--- config.mk ---
export PLATFORM = sky130hd
export DESIGN_NAME = hspi_receiver_pkt
export DESIGN_NICKNAME = d
export VERILOG_FILES = /design/src/rtl/hspi_receiver_pkt.sv
export SDC_FILE = /design/constraint.sdc
export NUM_CORES = 1
export LEC_CHECK = 0
export ABC_AREA = 1
export CORE_MARGIN = 8
export CORE_UTILIZATION = 40
export CTS_CLUSTER_SIZE = 20
export DETAILED_ROUTE_END_ITERATION = 10
export GPL_TIMING_DRIVEN = 1
export PLACE_DENSITY = 0.65
export RECOVER_POWER = 25
export SLEW_MARGIN = 10
export SYNTH_ARGS = -nofsm -noshare
export SYNTH_HDL_FRONTEND = slang
export SYNTH_SLANG_ARGS = --single-unit
--- constraint.sdc ---
create_clock -name sys_clk -period 13.1 [get_ports sys_clk]
set_clock_uncertainty 0.2 [all_clocks]
set_input_delay 3.275 -clock sys_clk [delete_from_list [all_inputs] [get_ports sys_clk]]
set_output_delay 3.275 -clock sys_clk [all_outputs]
set_load 0.005 [all_outputs]
--- src/rtl/hspi_receiver_pkt.sv ---
// hspi_receiver_pkt
//   Receive endpoint of the HSPI packet link. Accepts one header word,
//   PAYLOAD_LEN payload words and one CRC-32 word, streams the payload into a
//   downstream FIFO and reports per-packet status plus running counters.
//
// Ports
//   sys_clk, sys_rst        clock, asynchronous active-high reset
//   hrreq, hrvld, hrd       transmitter request, word valid, word data
//   hrrdy                   receiver ready
//   fifo_space              free words in the downstream FIFO
//   fifo_wr_en/_data        payload write strobe and word
//   pkt_done                one-cycle pulse per completed or aborted packet
//   pkt_crc_ok/_hdr_err/_seq_err/_abort/_seq   status, valid with pkt_done
//   pkt_ok_cnt/pkt_err_cnt  wrapping clean / errored packet counters
module hspi_receiver_pkt #(
  parameter int unsigned PAYLOAD_LEN = 1024,
  parameter int unsigned TIMEOUT_CYC = 4096
) (
  input  logic        sys_clk,
  input  logic        sys_rst,
  input  logic        hrreq,
  output logic        hrrdy,
  input  logic        hrvld,
  input  logic [31:0] hrd,
  input  logic [15:0] fifo_space,
  output logic        fifo_wr_en,
  output logic [31:0] fifo_wr_data,
  output logic        pkt_done,
  output logic        pkt_crc_ok,
  output logic        pkt_hdr_err,
  output logic        pkt_seq_err,
  output logic        pkt_abort,
  output logic [3:0]  pkt_seq,
  output logic [15:0] pkt_ok_cnt,
  output logic [15:0] pkt_err_cnt
);

  localparam int unsigned CW = (PAYLOAD_LEN > 1) ? $clog2(PAYLOAD_LEN) : 1;
  localparam int unsigned TW = $clog2(TIMEOUT_CYC + 1);
  localparam logic [CW-1:0] LAST_WORD = CW'(PAYLOAD_LEN - 1);
  localparam logic [TW-1:0] LAST_IDLE = TW'(TIMEOUT_CYC - 1);
  localparam logic [25:0]   HDR_MAGIC = 26'h0a5a5a5;
  localparam logic [31:0]   CRC_POLY  = 32'h04C11DB7;

  typedef enum logic [2:0] {IDLE, HEADER, PAYLOAD, CRC, DONE} state_t;

  function automatic logic [31:0] bitrev32(input logic [31:0] d);
    logic [31:0] r;
    for (int unsigned i = 0; i < 32; i++) r[i] = d[31 - i];
    return r;
  endfunction

  // MSB-first CRC-32 over one 32-bit word.
  function automatic logic [31:0] crc32_32b(input logic [31:0] crc, input logic [31:0] data);
    logic [31:0] c;
    logic        fb;
    c = crc;
    for (int unsigned i = 0; i < 32; i++) begin
      fb = c[31] ^ data[31 - i];
      c  = {c[30:0], 1'b0} ^ (fb ? CRC_POLY : '0);
    end
    return c;
  endfunction

  state_t          state;
  logic            hrreq_q, hrvld_q;
  logic [31:0]     hrd_q;
  logic [31:0]     crc_reg;
  logic [CW-1:0]   word_cnt;
  logic [TW-1:0]   idle_cnt;
  logic [3:0]      expected_seq, seq_r;
  logic            hdr_err_r, seq_err_r;
  logic            wr_pend;
  logic [31:0]     wr_data_pend;
  // Completion pipeline: decision -> stage 2 -> pkt_done (CRC settle + compare).
  logic            fin1, fin2;
  logic            fin_crc_ok1, fin_crc_ok2, fin_abort1, fin_abort2;
  logic            timeout, crc_match;

  assign timeout   = !hrvld_q && (idle_cnt == LAST_IDLE);
  assign crc_match = (hrd_q == ~bitrev32(crc_reg));

  always_ff @(posedge sys_clk or posedge sys_rst) begin
    if (sys_rst) begin
      state        <= IDLE;
      hrreq_q      <= 1'b0;
      hrvld_q      <= 1'b0;
      hrd_q        <= '0;
      crc_reg      <= '1;
      word_cnt     <= '0;
      idle_cnt     <= '0;
      expected_seq <= '0;
      seq_r        <= '0;
      hdr_err_r    <= 1'b0;
      seq_err_r    <= 1'b0;
      wr_pend      <= 1'b0;
      wr_data_pend <= '0;
      fin1         <= 1'b0;
      fin2         <= 1'b0;
      fin_crc_ok1  <= 1'b0;
      fin_crc_ok2  <= 1'b0;
      fin_abort1   <= 1'b0;
      fin_abort2   <= 1'b0;
      hrrdy        <= 1'b0;
      fifo_wr_en   <= 1'b0;
      fifo_wr_data <= '0;
      pkt_done     <= 1'b0;
      pkt_crc_ok   <= 1'b0;
      pkt_hdr_err  <= 1'b0;
      pkt_seq_err  <= 1'b0;
      pkt_abort    <= 1'b0;
      pkt_seq      <= '0;
      pkt_ok_cnt   <= '0;
      pkt_err_cnt  <= '0;
    end else begin
      hrreq_q <= hrreq;
      hrvld_q <= hrvld;
      hrd_q   <= hrd;

      wr_pend      <= 1'b0;
      fifo_wr_en   <= wr_pend;
      fifo_wr_data <= wr_data_pend;

      fin1        <= 1'b0;
      fin2        <= fin1;
      fin_crc_ok2 <= fin_crc_ok1;
      fin_abort2  <= fin_abort1;
      pkt_done    <= fin2;

      if (fin2) begin
        hrrdy       <= 1'b0;
        pkt_crc_ok  <= fin_crc_ok2;
        pkt_abort   <= fin_abort2;
        pkt_hdr_err <= hdr_err_r;
        pkt_seq_err <= seq_err_r;
        pkt_seq     <= seq_r;
        // Resync to the received seq even after a seq error; aborts leave it alone.
        if (!fin_abort2) expected_seq <= seq_r + 4'd1;
        if (fin_crc_ok2 && !hdr_err_r && !seq_err_r && !fin_abort2)
          pkt_ok_cnt <= pkt_ok_cnt + 16'd1;
        else
          pkt_err_cnt <= pkt_err_cnt + 16'd1;
      end

      unique case (state)
        IDLE: begin
          crc_reg  <= '1;
          word_cnt <= '0;
          idle_cnt <= '0;
          if (hrreq_q && (32'(fifo_space) >= PAYLOAD_LEN)) begin
            state     <= HEADER;
            hrrdy     <= 1'b1;
            hdr_err_r <= 1'b0;
            seq_err_r <= 1'b0;
            seq_r     <= '0;
          end
        end
        HEADER, PAYLOAD, CRC: begin
          idle_cnt <= hrvld_q ? '0 : idle_cnt + 1'b1;
          // A CRC word arriving together with the hrreq drop still completes.
          if (state == CRC && hrvld_q) begin
            fin1        <= 1'b1;
            fin_crc_ok1 <= crc_match;
            fin_abort1  <= 1'b0;
            state       <= DONE;
          end else if (!hrreq_q || timeout) begin
            fin1        <= 1'b1;
            fin_crc_ok1 <= 1'b0;
            fin_abort1  <= 1'b1;
            state       <= DONE;
          end else if (hrvld_q) begin
            crc_reg <= crc32_32b(crc_reg, bitrev32(hrd_q));
            if (state == HEADER) begin
              hdr_err_r <= (hrd_q[31:30] != 2'b11) || (hrd_q[25:0] != HDR_MAGIC);
              seq_err_r <= (hrd_q[29:26] != expected_seq);
              seq_r     <= hrd_q[29:26];
              state     <= PAYLOAD;
            end else begin
              wr_pend      <= 1'b1;
              wr_data_pend <= hrd_q;
              if (word_cnt == LAST_WORD) begin
                word_cnt <= '0;
                state    <= CRC;
              end else begin
                word_cnt <= word_cnt + 1'b1;
              end
            end
          end
        end
        DONE: begin
          // Hold until the status has been published so hrrdy cannot re-rise early.
          if (!hrreq_q && !fin1 && !fin2) state <= IDLE;
        end
        default: state <= IDLE;
      endcase
    end
  end

endmodule

==> impl_metrics.toml <==
[min_path]
min_delay_path_depth = 0
hold_path_end = "fifo_wr_en"
holdCritStartpoint = "wr_pend"
hp-class = "flop to flop"

[clocking]
cts.path.max_buffers = 3
h-tree-depth = 1
clk_latency_ns = 0.57
post_cts_buffers = 0
cts_tree = "built"
clock_sinks = 216
clockRootBuffer = "clkbuf_16"
cts_resized = 0
clkTransAtPathRegs_ns = 0.06
ctsHoldBuffers = 0
cts_buffers = 26

[flow_run]
maxCapViolCount = 1

[final_layout]
drive_gt1_share_pct = 12.48
diodes = 0
final_nets = 1882
layout_common_cells = "nand2_1 (557), dfrtp_1 (184), inv_1 (173)"
stdcell_area_um2 = 15670
area_growth_pct = 19.66
final_common_cell = "nand2_1"
nFillCells = 3190
final_cells = 2285
finalCoreUtilization_pct = 48.39

[routing]
viasPerCell = 4.973
drtAntennaViolNets = 0
route.detailed.drc = 0
drt_wl_total_mm = 39.91
drt-pass1-iter-count = 5
wl_per_cell_um = 17.46
drtIter0Drc = 862
vias = 11364

[die]
die-area_um2 = 38770
core_area_um2 = 32370
rows = 66
chipHeight_um = 196.9
initial_core_util_pct = 40.44
die_w_um = 196.9
ios = 127

[timing]
grt_setup_unrepaired = "false"
relSlewSlack_pct = -69.71
period_needed_ns = 5.092
final.setup.tns_ns = 0
report.final.slew_viol_count = 65
final_hold_viol_count = 0
fin_crit_sh_pct = 38.87
worst_pin_slew_ns = 2.546
setup_viol = 0
clock.fmax_mhz = 196.4

[critical_path]
crit_type = "input pin to async pin"
max_stage_delay_ns = 0.81
cp-end-kind = "async pin"
crit_fanout = 146
crit_chain = "clkdlybuf4s50_1 -> inv_8 -> buf_4"
rrSetupSlack_ns = 8.30
critPathRequiredTime_ns = 13.45
crit_arrival_ns = 5.44
crit_slowest_cell = "buf_4"
crit_path_start_kind = "input pin"
worstReg2RegStart = "state[2]"
rr_worst_depth = 11
r2r-end = "crc_reg[22]"

[yosys]
ys_ff_latch = 216
ys_seq_area_share_pct = 41.59
synth_warnings = 0
syn_avg_cell_area_um2 = 7.719
yosysUniqueCellTypes = 49
synth_nets = 1755
postSynthCellCount = 1696
syn_area_um2 = 13090

[place]
place.gp.congestion = 0.9299
hpwl_mm = 30.50
placed_area_um2 = 14760
placedCellCount = 2237
port_buffers = 116

[global_route]
antenna_found_initial = 0
grt-ovfl-total = 0
grt_start_max_net_pins = 147
grtUsageTotal_pct = 20.42
grt_pass1_vias = 10892
grt_pass1_wl_mm = 62.21

[run_status]
status = "finished with violations"
violations = "capacitance limit, slew limit"
## cell usage after synthesis, drive strengths merged
| master | instances | area, um^2 |
|---|---|---|
| nor3b | 1 | 7.510 |
| and3 | 2 | 12.51 |
| o2111ai | 3 | 26.28 |
| a21oi | 24 | 120.1 |
| inv | 202 | 778.3 |
| a21o | 1 | 7.510 |
| nand3b | 4 | 30.03 |
| nor2 | 66 | 255.2 |
| a32o | 1 | 10.01 |
| o31ai | 3 | 22.52 |
| nand2 | 658 | 2898 |
| nor4 | 7 | 43.79 |
| o32ai | 1 | 8.760 |
| a211oi | 2 | 20.02 |
| or2 | 11 | 68.82 |
| xnor2 | 55 | 508.0 |
| a221oi | 1 | 8.760 |
| o22ai | 17 | 106.4 |
| nand4 | 18 | 112.6 |
| o41ai | 1 | 8.760 |
| or4 | 1 | 7.510 |
| clkbuf | 17 | 63.81 |
| ha | 7 | 87.58 |
| o311ai | 2 | 17.52 |
| nand3 | 167 | 875.8 |
| a32oi | 2 | 17.52 |
| o31a | 1 | 8.760 |
| nor3 | 11 | 55.05 |
| dfrtp | 184 | 4604 |
| dfstp | 32 | 840.8 |
| o211ai | 2 | 15.01 |
| clkinv | 1 | 3.750 |
| buf | 2 | 12.51 |
| xor2 | 118 | 1071 |
| a31oi | 1 | 6.260 |
| o21ai | 70 | 350.3 |
## stage by stage
stage               hold slack (ns)  worst slack, ns
global placement             0.1320            7.375
floorplan                    0.1312            3.770
finish                       0.1508            8.009
detailed placement           0.1364            7.341
global route                 0.1745            7.630
CTS                          0.1557            7.930
## worst max-delay path, delay by kind of cell
kind | cells | cell delay [ns]
buffers and inverters | 3 | 1.96
## logic make-up (layout without fill, tap and decap cells)
family / after synthesis / count (layout) / share of synthesized area, %
xor+xnor: 173 / 173 / 12.06
buf+inv: 222 / 369 / 6.556
fa+ha+maj: 7 / 7 / 0.6690
flops: 216 / 216 / 41.59
simple gates: 946 / 946 / 33.36
compound gates: 132 / 132 / 5.763
## final cells by class
| class | instances | area [um^2] | area share (%) |
|---|---|---|---|
| clock buffers | 34 | 690.7 | 4.409 |
| clock inverters | 14 | 221.5 | 1.414 |
| inverters | 203 | 789.5 | 5.040 |
| multi-input cells | 1258 | 6793 | 43.36 |
| flip-flops and latches | 216 | 5445 | 34.76 |
| well taps | 442 | 553.0 | 3.530 |
| repair buffers | 118 | 1172 | 7.484 |
## routing by layer
layer	GRT usage (%)	up-vias	wire length (um)
li1	-	5620	-
met1	28.11	5374	18480
met2	33.63	315	18490
met3	2.286	55	1898
met4	5.712	0	1034
met5	0	-	0
## worst max path at each step
stage / startpoint / end / slack [ns] / cells past startpoint
2_1_floorplan: sys_rst / expected_seq[0] / 3.77 / 1
3_3_place_gp: sys_rst / wr_data_pend[28] / 7.38 / 3
3_5_place_dp: sys_rst / fifo_wr_data[29] / 7.34 / 3
4_1_cts: sys_rst / wr_data_pend[28] / 7.93 / 3
5_1_grt: sys_rst / wr_data_pend[28] / 7.63 / 3
6_report: sys_rst / fifo_wr_data[29] / 8.01 / 3
Power is left out: the tool's default activity adds up to more than one toggle a clock period on the data nets, which glitch-free logic cannot reach.
